**config.mk**
```make
export PLATFORM = sky130hd
export DESIGN_NAME = jb_nco_ctrl_flat
export DESIGN_NICKNAME = d
export VERILOG_FILES = /design/src/rtl/jb_nco_ctrl_if.sv /design/src/rtl/jb_nco_ctrl.sv /design/src/flat_wrapper.sv
export SDC_FILE = /design/constraint.sdc
export NUM_CORES = 1
export LEC_CHECK = 0
export CAP_MARGIN = 20
export CORE_MARGIN = 3
export CORE_UTILIZATION = 40
export DETAILED_ROUTE_END_ITERATION = 8
export PLACE_DENSITY = 0.66
export RECOVER_POWER = 100
export REMOVE_ABC_BUFFERS = 1
export SETUP_SLACK_MARGIN = 0.15
export SLEW_MARGIN = 0
export SYNTH_ARGS = -nofsm -noshare
export SYNTH_HDL_FRONTEND = slang
export SYNTH_SLANG_ARGS = --single-unit
```
**constraint.sdc**
```tcl
create_clock -name clk -period 7.9 [get_ports clk]
set_input_delay 1.185 -clock clk [delete_from_list [all_inputs] [get_ports clk]]
set_output_delay 1.185 -clock clk [all_outputs]
set_load 0.1 [all_outputs]
```
**src/rtl/jb_nco_ctrl_if.sv**
```systemverilog
// Coefficient update channel: register/control logic (master) offers a new
// NCO coefficient; the sequencer (slave) accepts it with cfg_ready.
interface jb_nco_ctrl_if #(
  parameter int NCO_COEF_WIDTH = 40
);
  logic                      cfg_valid;
  logic                      cfg_ready;
  logic [NCO_COEF_WIDTH-1:0] cfg_coef;
  logic                      cfg_sync;

  modport master (
    output cfg_valid,
    output cfg_coef,
    output cfg_sync,
    input  cfg_ready
  );

  modport slave (
    input  cfg_valid,
    input  cfg_coef,
    input  cfg_sync,
    output cfg_ready
  );
endinterface

```
**src/rtl/jb_nco_ctrl.sv**
```systemverilog
// NCO sequencer: drives the sample phase counter and the active frequency
// coefficient of the shared NCO datapath, applies coefficient updates either
// immediately or at the next counter wrap, and produces nco_vld aligned with
// nco_sincos while masking samples computed across a coefficient change.
module jb_nco_ctrl #(
  parameter int NCO_COEF_WIDTH  = 40,
  parameter int NCO_COUNT_WIDTH = 39,
  parameter int NCO_LATENCY     = 8
) (
  input  logic                       clk,
  input  logic                       reset,
  input  logic                       enable,
  input  logic                       sample_en,
  input  logic [NCO_COUNT_WIDTH-1:0] cnt_max,
  jb_nco_ctrl_if.slave               cfg,
  output logic [NCO_COUNT_WIDTH-1:0] nco_cntr,
  output logic [NCO_COEF_WIDTH-1:0]  nco_coef,
  output logic                       nco_vld,
  output logic                       upd_done,
  output logic [1:0]                 state
);

  typedef enum logic [1:0] {
    ST_IDLE  = 2'd0,
    ST_RUN   = 2'd1,
    ST_PEND  = 2'd2,
    ST_FLUSH = 2'd3
  } state_t;

  // FLUSH length counter must hold NCO_LATENCY-1.
  localparam int FLUSH_W = (NCO_LATENCY > 1) ? $clog2(NCO_LATENCY) : 1;
  localparam logic [FLUSH_W-1:0]         FLUSH_LOAD = FLUSH_W'(NCO_LATENCY - 1);
  localparam logic [FLUSH_W-1:0]         FLUSH_ZERO = FLUSH_W'(0);
  localparam logic [FLUSH_W-1:0]         FLUSH_ONE  = FLUSH_W'(1);
  localparam logic [NCO_COUNT_WIDTH-1:0] CNT_ZERO   = NCO_COUNT_WIDTH'(0);
  localparam logic [NCO_COUNT_WIDTH-1:0] CNT_ONE    = NCO_COUNT_WIDTH'(1);
  localparam logic [NCO_COEF_WIDTH-1:0]  COEF_ZERO  = NCO_COEF_WIDTH'(0);

  state_t                       state_r;
  state_t                       state_nxt_s;
  logic [NCO_COUNT_WIDTH-1:0]   cntr_r;
  logic [NCO_COEF_WIDTH-1:0]    coef_r;
  logic [NCO_COEF_WIDTH-1:0]    pend_r;
  logic [NCO_LATENCY:0]         vld_pipe_r;
  logic [FLUSH_W-1:0]           flush_cnt_r;
  logic                         upd_done_r;

  logic                         wrap_s;
  logic                         cfg_ready_s;
  logic                         abort_s;       // enable dropped while active
  logic                         load_cfg_s;    // nco_coef <= cfg_coef
  logic                         load_pend_s;   // nco_coef <= pending value
  logic                         store_pend_s;  // capture a sync request
  logic                         restart_s;     // phase restart: counter 0, pipe flushed
  logic                         vld_in_s;

  assign wrap_s = sample_en & (cntr_r == cnt_max);

  // State register.
  always_ff @(posedge clk or posedge reset) begin
    if (reset) begin
      state_r <= ST_IDLE;
    end else begin
      state_r <= state_nxt_s;
    end
  end

  // Next-state decode; a dropped enable overrides any same-cycle wrap or update.
  always_comb begin
    state_nxt_s = state_r;
    case (state_r)
      ST_IDLE: begin
        if (enable) state_nxt_s = ST_RUN;
        else        state_nxt_s = ST_IDLE;
      end
      ST_RUN: begin
        if (!enable)                                state_nxt_s = ST_IDLE;
        else if (cfg.cfg_valid && !cfg.cfg_sync)    state_nxt_s = ST_FLUSH;
        else if (cfg.cfg_valid)                     state_nxt_s = ST_PEND;
        else                                        state_nxt_s = ST_RUN;
      end
      ST_PEND: begin
        if (!enable)     state_nxt_s = ST_IDLE;
        else if (wrap_s) state_nxt_s = ST_FLUSH;
        else             state_nxt_s = ST_PEND;
      end
      ST_FLUSH: begin
        if (!enable)                       state_nxt_s = ST_IDLE;
        else if (flush_cnt_r == FLUSH_ZERO) state_nxt_s = ST_RUN;
        else                               state_nxt_s = ST_FLUSH;
      end
      default: state_nxt_s = ST_IDLE;
    endcase
  end

  // Per-state control strobes for the datapath and the handshake.
  always_comb begin
    cfg_ready_s  = 1'b0;
    abort_s      = 1'b0;
    load_cfg_s   = 1'b0;
    load_pend_s  = 1'b0;
    store_pend_s = 1'b0;
    restart_s    = 1'b0;
    vld_in_s     = 1'b0;
    case (state_r)
      ST_IDLE: begin
        // IDLE always applies a request at once, whatever cfg_sync says.
        cfg_ready_s = 1'b1;
        load_cfg_s  = cfg.cfg_valid;
      end
      ST_RUN: begin
        cfg_ready_s = enable;
        abort_s     = ~enable;
        vld_in_s    = sample_en & enable;
        if (enable && cfg.cfg_valid) begin
          if (cfg.cfg_sync) begin
            store_pend_s = 1'b1;
          end else begin
            load_cfg_s = 1'b1;
            restart_s  = 1'b1;
          end
        end else begin
          store_pend_s = 1'b0;
        end
      end
      ST_PEND: begin
        abort_s  = ~enable;
        vld_in_s = sample_en & enable;
        if (enable && wrap_s) begin
          load_pend_s = 1'b1;
          restart_s   = 1'b1;
        end else begin
          load_pend_s = 1'b0;
        end
      end
      ST_FLUSH: begin
        abort_s  = ~enable;
        vld_in_s = sample_en & enable;
      end
      default: begin
        cfg_ready_s = 1'b0;
      end
    endcase
  end

  assign cfg.cfg_ready = cfg_ready_s;

  // Phase counter: held at 0 in IDLE, restarted on updates, wraps at cnt_max.
  always_ff @(posedge clk or posedge reset) begin
    if (reset) begin
      cntr_r <= CNT_ZERO;
    end else if ((state_r == ST_IDLE) || abort_s || restart_s) begin
      cntr_r <= CNT_ZERO;
    end else if (sample_en) begin
      cntr_r <= wrap_s ? CNT_ZERO : (cntr_r + CNT_ONE);
    end else begin
      cntr_r <= cntr_r;
    end
  end

  // Active coefficient and pending (wrap-aligned) coefficient.
  always_ff @(posedge clk or posedge reset) begin
    if (reset) begin
      coef_r <= COEF_ZERO;
      pend_r <= COEF_ZERO;
    end else begin
      if (load_cfg_s) begin
        coef_r <= cfg.cfg_coef;
      end else if (load_pend_s) begin
        coef_r <= pend_r;
      end else begin
        coef_r <= coef_r;
      end
      if (abort_s || load_pend_s) begin
        pend_r <= COEF_ZERO;
      end else if (store_pend_s) begin
        pend_r <= cfg.cfg_coef;
      end else begin
        pend_r <= pend_r;
      end
    end
  end

  // Sample-valid delay line matching the NCO latency plus its output register.
  always_ff @(posedge clk or posedge reset) begin
    if (reset) begin
      vld_pipe_r <= '0;
    end else if (abort_s || restart_s) begin
      vld_pipe_r <= '0;
    end else begin
      vld_pipe_r <= {vld_pipe_r[NCO_LATENCY-1:0], vld_in_s};
    end
  end

  // FLUSH duration counter, loaded whenever a coefficient change restarts the phase.
  always_ff @(posedge clk or posedge reset) begin
    if (reset) begin
      flush_cnt_r <= FLUSH_ZERO;
    end else if (restart_s) begin
      flush_cnt_r <= FLUSH_LOAD;
    end else if ((state_r == ST_FLUSH) && (flush_cnt_r != FLUSH_ZERO)) begin
      flush_cnt_r <= flush_cnt_r - FLUSH_ONE;
    end else begin
      flush_cnt_r <= flush_cnt_r;
    end
  end

  // One-cycle pulse marking that nco_coef has just changed.
  always_ff @(posedge clk or posedge reset) begin
    if (reset) begin
      upd_done_r <= 1'b0;
    end else begin
      upd_done_r <= load_cfg_s | load_pend_s;
    end
  end

  assign nco_cntr = cntr_r;
  assign nco_coef = coef_r;
  assign nco_vld  = vld_pipe_r[NCO_LATENCY];
  assign upd_done = upd_done_r;
  assign state    = state_r;

endmodule

```
**src/flat_wrapper.sv**
```systemverilog
// flat-port wrapper written by rule: the top's interface ports become plain ports
module jb_nco_ctrl_flat 
#(
  parameter int NCO_COEF_WIDTH  = 40,
  parameter int NCO_COUNT_WIDTH = 39,
  parameter int NCO_LATENCY     = 8
)
  (clk, reset, enable, sample_en, cnt_max, nco_cntr, nco_coef, nco_vld, upd_done, state, cfg_cfg_valid, cfg_cfg_coef, cfg_cfg_sync, cfg_cfg_ready);
  jb_nco_ctrl_if #(.NCO_COEF_WIDTH(NCO_COEF_WIDTH)) cfg_i ();
  input  logic clk;
  input  logic reset;
  input  logic enable;
  input  logic sample_en;
  input  logic [NCO_COUNT_WIDTH-1:0] cnt_max;
  output logic [NCO_COUNT_WIDTH-1:0] nco_cntr;
  output logic [NCO_COEF_WIDTH-1:0] nco_coef;
  output logic nco_vld;
  output logic upd_done;
  output logic [1:0] state;
  input wire logic [$bits(cfg_i.cfg_valid)-1:0] cfg_cfg_valid;
  input wire logic [$bits(cfg_i.cfg_coef)-1:0] cfg_cfg_coef;
  input wire logic [$bits(cfg_i.cfg_sync)-1:0] cfg_cfg_sync;
  output wire logic [$bits(cfg_i.cfg_ready)-1:0] cfg_cfg_ready;
  assign cfg_i.cfg_valid = cfg_cfg_valid;
  assign cfg_i.cfg_coef = cfg_cfg_coef;
  assign cfg_i.cfg_sync = cfg_cfg_sync;
  assign cfg_cfg_ready = cfg_i.cfg_ready;
  jb_nco_ctrl #(.NCO_COEF_WIDTH(NCO_COEF_WIDTH), .NCO_COUNT_WIDTH(NCO_COUNT_WIDTH), .NCO_LATENCY(NCO_LATENCY)) u_core (.clk(clk), .reset(reset), .enable(enable), .sample_en(sample_en), .cnt_max(cnt_max), .cfg(cfg_i), .nco_cntr(nco_cntr), .nco_coef(nco_coef), .nco_vld(nco_vld), .upd_done(upd_done), .state(state));
endmodule
```
Word-level counts from Yosys, hierarchy flattened --
Index checks and enable logic that the tools add are counted. Widths: inputs -> output; s select.
Word-level totals: register bits 134, bits in latches 0, RAM bits 0, bits in read-only memories 0, bits of input ports 85, output and inout bits 84, word-level logic and storage cells 65, memories 0
Operators by class: add/sub/neg operators 2, $mul 0, divide/modulo/power cells 0, order comparisons 0, equality and inequality tests 4, shift-type cells 0, multiplexer cells 31, bitwise logic cells 4, reduce and logical (&&, ||, !) cells 17
Operators by type and width (count):
- $mux 40 | 4
- $mux 39 | 3
- $add 39x1->39 const B | 1
- $eq 39x39->1 | 1
- $mux 2 | 6
- $mux 1 | 11
- $mux 9 | 1
- $pmux 2 s4 | 1
- $reduce_bool 2->1 | 4
- $mux 3 | 2
- $pmux 1 s2 | 3
- $eq 2x2->1 const B | 2
- $logic_and 1x1->1 | 4
- $logic_or 1x1->1 | 4
- $logic_not 3->1 | 1
- $reduce_bool 3->1 | 1
- $reduce_or 3->1 | 1
- $sub 3x1->3 const B | 1
- $and 1x1->1 | 2
- $eq 2x1->1 const B | 1
- $logic_not 2->1 | 1
- $logic_not 1->1 | 1
- $not 1->1 | 1
- $or 1x1->1 | 1

Depth between registers and ports, before layout --
Gate-level depths: netlist of the first run.
depth in word-level cells 7, depth in mapped cells 8, mapped depth without buffers 7

Least setup slack after synthesis of the first run --
Ideal clock, no wire load.
kind register to output, start point register u_core.state_r[0], in the netlist u_core.state[0], end point output cfg_cfg_ready, arrival time 2069 ps, data required time 6715 ps, path slack 4646 ps, stages on the path, launching flop included 4, buffers on the path 0, path through dfrtp_1 -> ha_1 -> nand2_1 -> nand2b_1
On the way: longest elaborated chain between the ends 2, elaborated cells between the ends (all ways) 3, those cells by class eq/ne (1); mux (1); reduce/logical (1)
RTL lines:
- start: declaration | RTL line jb_nco_ctrl.sv:39 | state_t state_r;
- start signal: assignment | RTL line jb_nco_ctrl.sv:64 | state_r <= state_nxt_s;
- $eq 2x1->1 or $logic_not 2->1 (tied branches) | RTL line jb_nco_ctrl.sv:105 | case (state_r)
- $pmux 1 s2 (*) | RTL line jb_nco_ctrl.sv:105
- end: declaration | RTL line flat_wrapper.sv:23 | output wire logic [$bits(cfg_i.cfg_ready)-1:0] cfg_cfg_ready;
Every way passes the cells marked *; elsewhere a longest branch is shown, timed or not.

Worst setup path after layout of the first run --
start point input sample_en, end point register u_core.pend_r[15]
On the way: longest elaborated chain between the ends 6, elaborated cells between the ends (all ways) 7, those cells by class mux (3); bitwise (1); reduce/logical (3)
RTL lines:
- start: declaration | RTL line flat_wrapper.sv:13 | input logic sample_en;
- $and 1x1->1 (*) | RTL line jb_nco_ctrl.sv:57 | assign wrap_s = sample_en & (cntr_r == cnt_max);
- $logic_and 1x1->1 (*) | RTL line jb_nco_ctrl.sv:129 | if (enable && wrap_s) begin
- $mux 1 (*) | RTL line jb_nco_ctrl.sv:129
- $mux 1 (*) | RTL line jb_nco_ctrl.sv:105
- $logic_or 1x1->1 (*) | RTL line jb_nco_ctrl.sv:174 | if (abort_s || load_pend_s) begin
- $mux 40 or $reduce_bool 2->1 (tied branches)
- end signal: assignment | RTL line jb_nco_ctrl.sv:177 | pend_r <= cfg.cfg_coef;
- end signal: assignment | RTL line jb_nco_ctrl.sv:179 | pend_r <= pend_r;
- end: declaration | RTL line jb_nco_ctrl.sv:43 | logic [NCO_COEF_WIDTH-1:0] pend_r;
Marks and branches as above. A chain may end at the register's enable or synchronous reset.

==> impl_metrics.yaml, run 1 <==
critical_path:
  crit_path_max_fanout: 43
  worstPathBufferInverterCount: 2
  crit_required_ns: 8.11
  rr_worst_depth: 7
  criticalPathCategory: "in -> reg"
  cp.arrival_ns: 5.01
  cpLargestDelayFamily: "simple AND/OR/NAND/NOR gates"
  max_stage_delay_ns: 1.26
  r2r_slack_ns: 3.89
  r2r_end: "u_core.pend_r[15]"
  end_kind: "register"
  cp_cell_sequence: "dlygate4sd3_1 -> nand3_1 -> or4_1 -> nor4_1 -> buf_4 -> nand2b_1 -> a21oi_1"
  startpoint_type: "primary input"
  rr_startpoint: "u_core.nco_cntr[8]"
  cp_slowest_cell: "nand2b_1"
cells_and_area:
  stdcell_area_um2: 8840
  nFillCells: 1365
  syn_to_final_growth_pct: 37.4
  drive_above_1_share_pct: 4.14
  diodes: 0
  final_common_cell: "dfrtp_1"
  layout.nets: 924
  mostFrequentLayoutCells: "dfrtp_1, nand2_1, nor2_1"
cts:
  cts_max_level: 4
  clkLatencyLatePin_ns: 0.41
  cts-root-buf: "clkbuf_16"
  cts-resized-gates: 0
  clk_path_buf_depth: 2
  cts_tree: "done"
  cts_buffers: 17
  holdBufCountCts: 0
  cts.clk_slew.worst_paths_ns: 0.05
  numClockSinks: 134
  cts_setup_buffers: 0
sta:
  rsz0062_at_grt: "false"
  setup_ws_ns: 3.10
  finClkSkew_ns: 0.00652
  tns_ns: 0
  drv_slew: 216
  max_freq_mhz: 208
  whs_ns: 0.469
  post-route-period-util_pct: 60.8
  setup-violations-final: 0
  hold_viol_final: 0
  min_period_ns: 4.80
  relSlewSlack_pct: -101
  tightest_slew_ns: 3.00
routing:
  detail_route.drc_violations: 0
  ant_nets: 0
  vias_per_cell: 5.13
  dr.pass1.iters: 4
  via_count: 5417
  avgRoutedWirePerCell_um: 16.3
  drt_wl_total_um: 17300
  initialDrtViolationCount: 397
worst_hold_path:
  hold_end: "u_core.vld_pipe_r[5]"
  hp-start: "u_core.vld_pipe_r[4]"
  hold_depth: 1
  holdCritPathClass: "reg -> reg"
yosys:
  syn_inst: 673
  ys_seq_area_share_pct: 52.1
  dominantRegCellSynth: "dfrtp_1"
  ys_ff_latch: 134
  netlist_area_um2: 6430
  yosys.area.top_type: "dfrtp_1"
  synth_top_area_share_pct: 52.1
  avgSynthCellArea_um2: 9.56
  yosys_warnings: 0
  async_flop_share_pct: 100
  synthTopCellsByArea: "dfrtp_1, a21oi_1, xor2_1"
  synth_cell_type_count: 35
  synth_edf_count: 0
place:
  pre_cts_ws_ns: 3.25
  dp_hpwl_um: 12000
  place_area_um2: 8300
  io_buffers: 168
  gp_congestion: 0.831
floorplanning:
  start_util_pct: 41.6
  pin_count: 169
  die_w_um: 133
  die_h_um: 133
  die_area_um2: 17600
  num_rows: 45
  core_um2: 15500
power_and_ir_drop:
  ir_worst_vdd_v: 0.000191
  p_per_area_nw_per_um2: 241
  leakage_nw: 3.74
  total_power_mw: 2.13
outcome:
  outcome: "finished, violations left"
  failed_checks: "max-capacitance violations, max-slew violations"
global_routing:
  grt.overflow.total: 0
  antenna_found_initial: 0
  grt_pass1_vias: 5457
  grt_usage_pct: 19.9
  grt_pass1_wl_um: 28300
  grt_max_degree: 82
flow_run:
  maxCapViolCount: 4
## cells by family (layout without fill, tap and decap cells)
logic type | after synthesis | in the layout | share of synthesized area [%]
and+or+nand+nor | 282 | 282 | 20.0
DFF | 134 | 134 | 52.1
adders and majority gates | 7 | 7 | 1.36
xor gates and xnor gates | 72 | 72 | 9.80
buffers and inverters | 45 | 217 | 2.92
muxes | 40 | 40 | 6.22
AOI/OAI and AO/OA | 93 | 93 | 7.55
## worst max-delay path by stage
| stage | startpoint | to | slack, ns | cells after the start |
|---|---|---|---|---|
| finish | sample_en | u_core.pend_r[15] | 3.10 | 7 |
| global route | reset | u_core.nco_cntr[30] | 2.40 | 3 |
| CTS | enable | cfg_cfg_ready | 3.49 | 4 |
| detailed placement | sample_en | u_core.pend_r[15] | 3.25 | 7 |
| global placement | cnt_max[18] | u_core.pend_r[21] | 3.32 | 8 |
| floorplan | cnt_max[5] | u_core.pend_r[0] | 2.85 | 6 |
## registers in the layout, indices dropped and copies added, names as in the netlist
signal	cells
u_core.flush_cnt_r	3
u_core.nco_cntr	39
u_core.nco_coef	40
u_core.pend_r	40
u_core.state	2
u_core.upd_done	1
u_core.vld_pipe_r	9
## per-layer routing
metal  up-vias  track usage [%]  wire length, µm
li1       2577                -                -
met1      2607             27.3             7790
met2       217             30.7             7870
met3        16             5.48             1330
met4         0             6.58              272
met5         -                0                0
## worst register-to-register path: cells and delay by family, from the launching register on
family,cells,cell delay [ns]
and+or+nand+nor,4,2.30
AOI/OAI and AO/OA,1,0.13
buffers and inverters,1,0.65
DFF,1,0.51
xor gates and xnor gates,1,0.22
## where the power goes
part | switching, mW | internal (mW)
combinational | 0.432 | 0.146
sequential | 0.0405 | 0.753
clock | 0.273 | 0.484
## Yosys cell counts (4+ instances only)
cell	instances
dfrtp_1	134
nand2_1	108
nor2_1	92
a21oi_1	83
xor2_1	47
mux2i_1	40
clkbuf_1	26
xnor2_1	25
nand4_1	16
nand3_1	13
and3_1	12
inv_1	12
nor4_1	9
nor2b_1	8
ha_1	7
nand2b_1	6
and4_1	4
buf_4	4
## cell type report
cell class	instances	area, µm²	share of cell area, %
timing repair buffer	173	1710	19.4
clock buffer	30	534	6.04
multi-input combinational	494	2900	32.8
clock inverter	2	35.0	0.396
inverter	12	46.3	0.524
tap	211	264	2.99
sequential	134	3350	37.9
## metrics by stage
step	instances	util, %
CTS	1056	57.3
detailed placement	1024	53.6
global placement	1024	53.6
global route	1056	57.1
floorplan	640	-
finish	1056	57.1
Power figures use the tool's default switching activity.
==> run 2: changes to the inputs <==
==> constraint.sdc (replaced) <==
create_clock -name clk -period 4.5 [get_ports clk]
set_input_delay 0.675 -clock clk [delete_from_list [all_inputs] [get_ports clk]]
set_output_delay 0.675 -clock clk [all_outputs]
set_load 0.1 [all_outputs]
==> impl_metrics.yaml, run 2 (synthesized netlist as in run 1, its figures left out) <==
cells_and_area:
  register_area_um2: 3350
  nFillCells: 1308
  final_util_pct: 58.0
  multi_input_area_um2: 2900
  syn_to_final_growth_pct: 39.5
  diodes: 0
  layout.nets: 925
  final_common_cell: "dfrtp_1"
  drive_above_1_share_pct: 4.85
  mostFrequentLayoutCells: "dfrtp_1, nand2_1, nor2_1"
power_and_ir_drop:
  pwr-share-clk_pct: 39.5
  ir_worst_vdd_v: 0.000406
  swShare_pct: 33.1
  p_sw_mw: 1.31
  p_per_area_nw_per_um2: 443
  pwr-share-comb_pct: 25.5
  p_seq_share_pct: 35.0
  internal_power_mw: 2.66
  leakage_nw: 3.80
critical_path:
  cp.depth: 6
  max_stage_delay_ns: 0.85
  rr_startpoint: "u_core.nco_cntr[25]"
  cp_cell_sequence: "dlygate4sd3_1 -> nand3_1 -> or4_1 -> nor4_1 -> nand2b_2 -> a21oi_1"
  rr_worst_depth: 6
  criticalPathCategory: "in -> reg"
  crit_path_max_fanout: 40
  r2r_slack_ns: 1.35
  cp_slowest_cell: "dlygate4sd3_1"
  crit_required_ns: 4.75
  cp.arrival_ns: 3.86
  cpLargestDelayFamily: "simple AND/OR/NAND/NOR gates"
  r2r_end: "u_core.pend_r[29]"
  cp-endpoint: "u_core.pend_r[29]"
  startpoint_type: "primary input"
  end_kind: "register"
  worstPathBufferInverterCount: 1
  critPathLaunch: "sample_en"
global_routing:
  antenna_found_initial: 0
  grt.overflow.total: 0
  grt_usage_pct: 20.1
  grt_pass1_wl_um: 28500
  grt_max_degree: 82
  grt_pass1_vias: 5518
sta:
  tightest_slew_ns: 1.73
  setup-violations-final: 0
  finClkSkew_ns: 0.00685
  setup_ws_ns: 0.887
  max_freq_mhz: 277
  whs_ns: 0.480
  hold_viol_final: 0
  min_period_ns: 3.61
  post-route-period-util_pct: 80.3
  drv_slew: 68
  relSlewSlack_pct: -15.1
  rsz0062_at_grt: "false"
floorplanning:
  die_h_um: 133
  num_rows: 45
  die_area_um2: 17600
  die_w_um: 133
  core_um2: 15500
  pin_count: 169
  start_util_pct: 41.6
routing:
  drt_wl_total_um: 17300
  initialDrtViolationCount: 320
  ant_nets: 0
  via_count: 5303
  avgRoutedWirePerCell_um: 16.4
  dr.pass1.iters: 4
  detail_route.drc_violations: 0
  vias_per_cell: 5.02
worst_hold_path:
  hold_depth: 1
  holdCritPathClass: "reg -> reg"
cts:
  clk_path_buf_depth: 2
  cts_max_level: 4
  cts_buffers: 17
  cts-root-buf: "clkbuf_16"
  cts_tree: "done"
  cts_setup_buffers: 0
  numClockSinks: 134
  cts.clk_slew.worst_paths_ns: 0.05
  cts-resized-gates: 0
  clkLatencyLatePin_ns: 0.41
  holdBufCountCts: 0
place:
  pre_cts_ws_ns: 0.859
  dp_hpwl_um: 12000
  gp_congestion: 0.820
  io_buffers: 168
outcome:
  outcome: "finished, violations left"
  failed_checks: "max-capacitance violations, max-slew violations"
flow_run:
  maxCapViolCount: 1
==> run 2: per-stage QoR <==
step	instance area, µm²	std cells	power [mW]	TNS (ns)
after CTS	8990	1056	4.05	0
after global placement	8320	1024	2.44	0
after floorplan	6290	640	2.14	-31.55
after detailed placement	8320	1024	2.46	0
after global routing	8980	1057	4.14	0
final	8980	1057	3.98	0
==> run 2: layout make-up <==
class | instances | share of cell area, %
repair buffers | 174 | 19.4
clock buffers | 24 | 5.37
well taps | 211 | 2.94
clock inverters | 8 | 2.15
inverters | 12 | 0.516
flip-flops and latches | 134 | 37.4
multi-input cells | 494 | 32.3
==> run 2: metal layers <==
metal,GRT usage [%],part of all wire (%),vias up
met3,6.84,7.5,17
met2,32.1,47,156
met5,0,0,-
li1,-,-,2574
met1,25.9,44,2556
met4,6.24,1.2,0
==> run 2: worst min path at each step <==
stage          slack, ns                    to                  from
6_report            0.48  u_core.vld_pipe_r[7]  u_core.vld_pipe_r[6]
5_1_grt             0.49  u_core.vld_pipe_r[5]  u_core.vld_pipe_r[4]
4_1_cts             0.48  u_core.vld_pipe_r[7]  u_core.vld_pipe_r[6]
3_5_place_dp        0.46  u_core.vld_pipe_r[1]  u_core.vld_pipe_r[0]
3_3_place_gp        0.46  u_core.vld_pipe_r[6]  u_core.vld_pipe_r[5]
2_1_floorplan       0.45  u_core.vld_pipe_r[1]  u_core.vld_pipe_r[0]
==> run 2: power groups by stage <==
| stage | Sequential (mW) | Clock, mW | Combinational [mW] |
|---|---|---|---|
| after floorplan | 1.91 | 0 | 0.225 |
| after global placement | 1.41 | 0 | 1.03 |
| after detailed placement | 1.41 | 0 | 1.05 |
| after CTS | 1.39 | 1.60 | 1.05 |
| after global routing | 1.40 | 1.66 | 1.07 |
| final | 1.39 | 1.57 | 1.01 |
==> run 3: changes to the inputs <==
--- a/config.mk
+++ b/config.mk
@@ -9,7 +9,7 @@
 export CORE_MARGIN = 3
 export CORE_UTILIZATION = 40
 export DETAILED_ROUTE_END_ITERATION = 8
-export PLACE_DENSITY = 0.66
+export PLACE_DENSITY = 0.68
 export RECOVER_POWER = 100
 export REMOVE_ABC_BUFFERS = 1
 export SETUP_SLACK_MARGIN = 0.15
==> constraint.sdc (replaced) <==
create_clock -name clk -period 3 [get_ports clk]
set_input_delay 0.45 -clock clk [delete_from_list [all_inputs] [get_ports clk]]
set_output_delay 0.45 -clock clk [all_outputs]
set_load 0.1 [all_outputs]
==> impl_metrics.yaml, run 3 (synthesized netlist as in run 1, its figures left out) <==
cts:
  cts-root-buf: "clkbuf_16"
  cts_buffers: 17
  clk_path_buf_depth: 2
  numClockSinks: 134
  cts_setup_buffers: 0
  cts_max_level: 4
  holdBufCountCts: 0
  clkLatencyLatePin_ns: 0.42
  cts_tree: "done"
  cts-resized-gates: 0
  cts.clk_slew.worst_paths_ns: 0.06
routing:
  avgRoutedWirePerCell_um: 16.4
  initialDrtViolationCount: 434
  drt_wl_total_um: 17600
  dr.pass1.iters: 5
  via_count: 5500
  ant_nets: 0
  detail_route.drc_violations: 0
  vias_per_cell: 5.13
critical_path:
  criticalPathCategory: "reg -> reg"
  startpoint_type: "register"
  cp.arrival_ns: 2.96
  cp_slowest_cell: "or4_1"
  end_kind: "register"
  max_stage_delay_ns: 0.61
  crit_required_ns: 3.29
  r2r_end: "u_core.nco_cntr[12]"
  cpLargestDelayFamily: "simple AND/OR/NAND/NOR gates"
  rr_worst_depth: 8
  cp_cell_sequence: "nor2b_1 -> a2111oi_0 -> buf_4 -> nand4_1 -> or4_1 -> nand2_1 -> clkbuf_4 -> nor2_1"
  worstPathBufferInverterCount: 2
  rr_startpoint: "u_core.nco_cntr[21]"
  crit_path_max_fanout: 33
  r2r_slack_ns: 0.33
floorplanning:
  num_rows: 45
  pin_count: 169
  die_w_um: 133
  start_util_pct: 41.6
  die_h_um: 133
  die_area_um2: 17600
  core_um2: 15500
place:
  place_area_um2: 8290
  dp_hpwl_um: 12100
  dp.cells: 1043
  gp_congestion: 0.805
  pre_cts_ws_ns: 0.00210
  io_buffers: 168
global_routing:
  gr-usage-met3_pct: 6.77
  grt_max_degree: 135
  grt-busiest-layer: "met2"
  use_met1_pct: 26.4
  antenna_found_initial: 0
  grt_usage_pct: 20.2
  grt_pass1_vias: 5546
  grt_pass1_wl_um: 28700
  grt.overflow.total: 0
  met2_usage_pct: 32.1
worst_hold_path:
  hold_end: "u_core.vld_pipe_r[7]"
  hold_depth: 1
  hp-start: "u_core.vld_pipe_r[6]"
  holdCritPathClass: "reg -> reg"
power_and_ir_drop:
  leakage_nw: 3.52
  ir_worst_vdd_v: 0.000486
  p_per_area_nw_per_um2: 662
cells_and_area:
  final_common_cell: "dfrtp_1"
  multi_input_area_um2: 2900
  register_area_um2: 3350
  nFillCells: 1427
  layoutNonFillerInstCount: 1073
  diodes: 0
  layout.nets: 943
  stdcell_area_um2: 8510
  final_util_pct: 55.0
  drive_above_1_share_pct: 6.50
  syn_to_final_growth_pct: 32.3
  mostFrequentLayoutCells: "dfrtp_1, nand2_1, nor2_1"
sta:
  finClkSkew_ns: 0.00995
  post-route-period-util_pct: 89.1
  min_period_ns: 2.67
  max_freq_mhz: 374
  tns_ns: 0
  setup-violations-final: 0
  relSlewSlack_pct: -20.7
  rsz0062_at_grt: "false"
  hold_viol_final: 0
  setup_ws_ns: 0.327
  tightest_slew_ns: 1.81
  drv_slew: 135
flow_run:
  maxCapViolCount: 1
outcome:
  failed_checks: "max-capacitance violations, max-slew violations"
  outcome: "finished, violations left"
-- run 3: changes by cell type in the layout (fill, tap and decap cells not counted), sizes merged --
cell	delta
dlygate4sd3	-85
clkbuf	+82
buf	+16
bufinv	-3
clkdlybuf4s50	+2
clkinv	+2
clkinvlp	+1
dlymetal6s2s	+1
-- run 3: report_power, final --
group	total [mW]	switching (mW)	internal, mW
Combinational	1.44	1.14	0.300
Sequential	2.09	0.106	1.98
Clock	2.11	0.749	1.36
-- run 3: routing by layer --
layer | vias up | share of wire, %
met5 | - | 0
met4 | 0 | 1.2
li1 | 2618 | -
met2 | 214 | 47
met1 | 2652 | 43
met3 | 16 | 8.4
-- run 3: cell type report --
cell class	instances	share of cell area, %
Clock buffer	22	5.57
Sequential cell	134	39.4
Multi-Input combinational cell	494	34.0
Timing Repair Buffer	192	15.9
Inverter	12	0.544
Clock inverter	8	1.46
Tap cell	211	3.10
-- run 3: per-stage QoR --
step | hold WS [ns] | power [mW]
CTS | 0.480 | 5.80
global route | 0.487 | 5.85
global placement | 0.457 | 3.65
floorplan | 0.451 | 3.21
detailed placement | 0.462 | 3.67
finish | 0.478 | 5.64
-- run 3: worst max-delay path by stage --
| stage | startpoint | endpoint | slack [ns] | cells past startpoint |
|---|---|---|---|---|
| 2_1_floorplan | u_core.nco_cntr[5] | u_core.pend_r[0] | -1.92 | 6 |
| 3_3_place_gp | cnt_max[21] | u_core.nco_coef[6] | 0.03 | 10 |
| 3_5_place_dp | cnt_max[21] | u_core.nco_coef[5] | 0.002 | 10 |
| 4_1_cts | u_core.nco_cntr[21] | u_core.nco_coef[5] | 0.39 | 9 |
| 5_1_grt | u_core.nco_cntr[21] | u_core.pend_r[35] | 0.10 | 9 |
| 6_report | u_core.nco_cntr[21] | u_core.nco_cntr[12] | 0.33 | 8 |
-- run 3: worst reg2reg max path, cell delays in order, from the launching register on --
cell,delay (ns)
dfrtp_1,0.46
nor2b_1,0.17
a2111oi_0,0.43
buf_4,0.18
nand4_1,0.09
or4_1,0.61
nand2_1,0.12
clkbuf_4,0.37
nor2_1,0.12
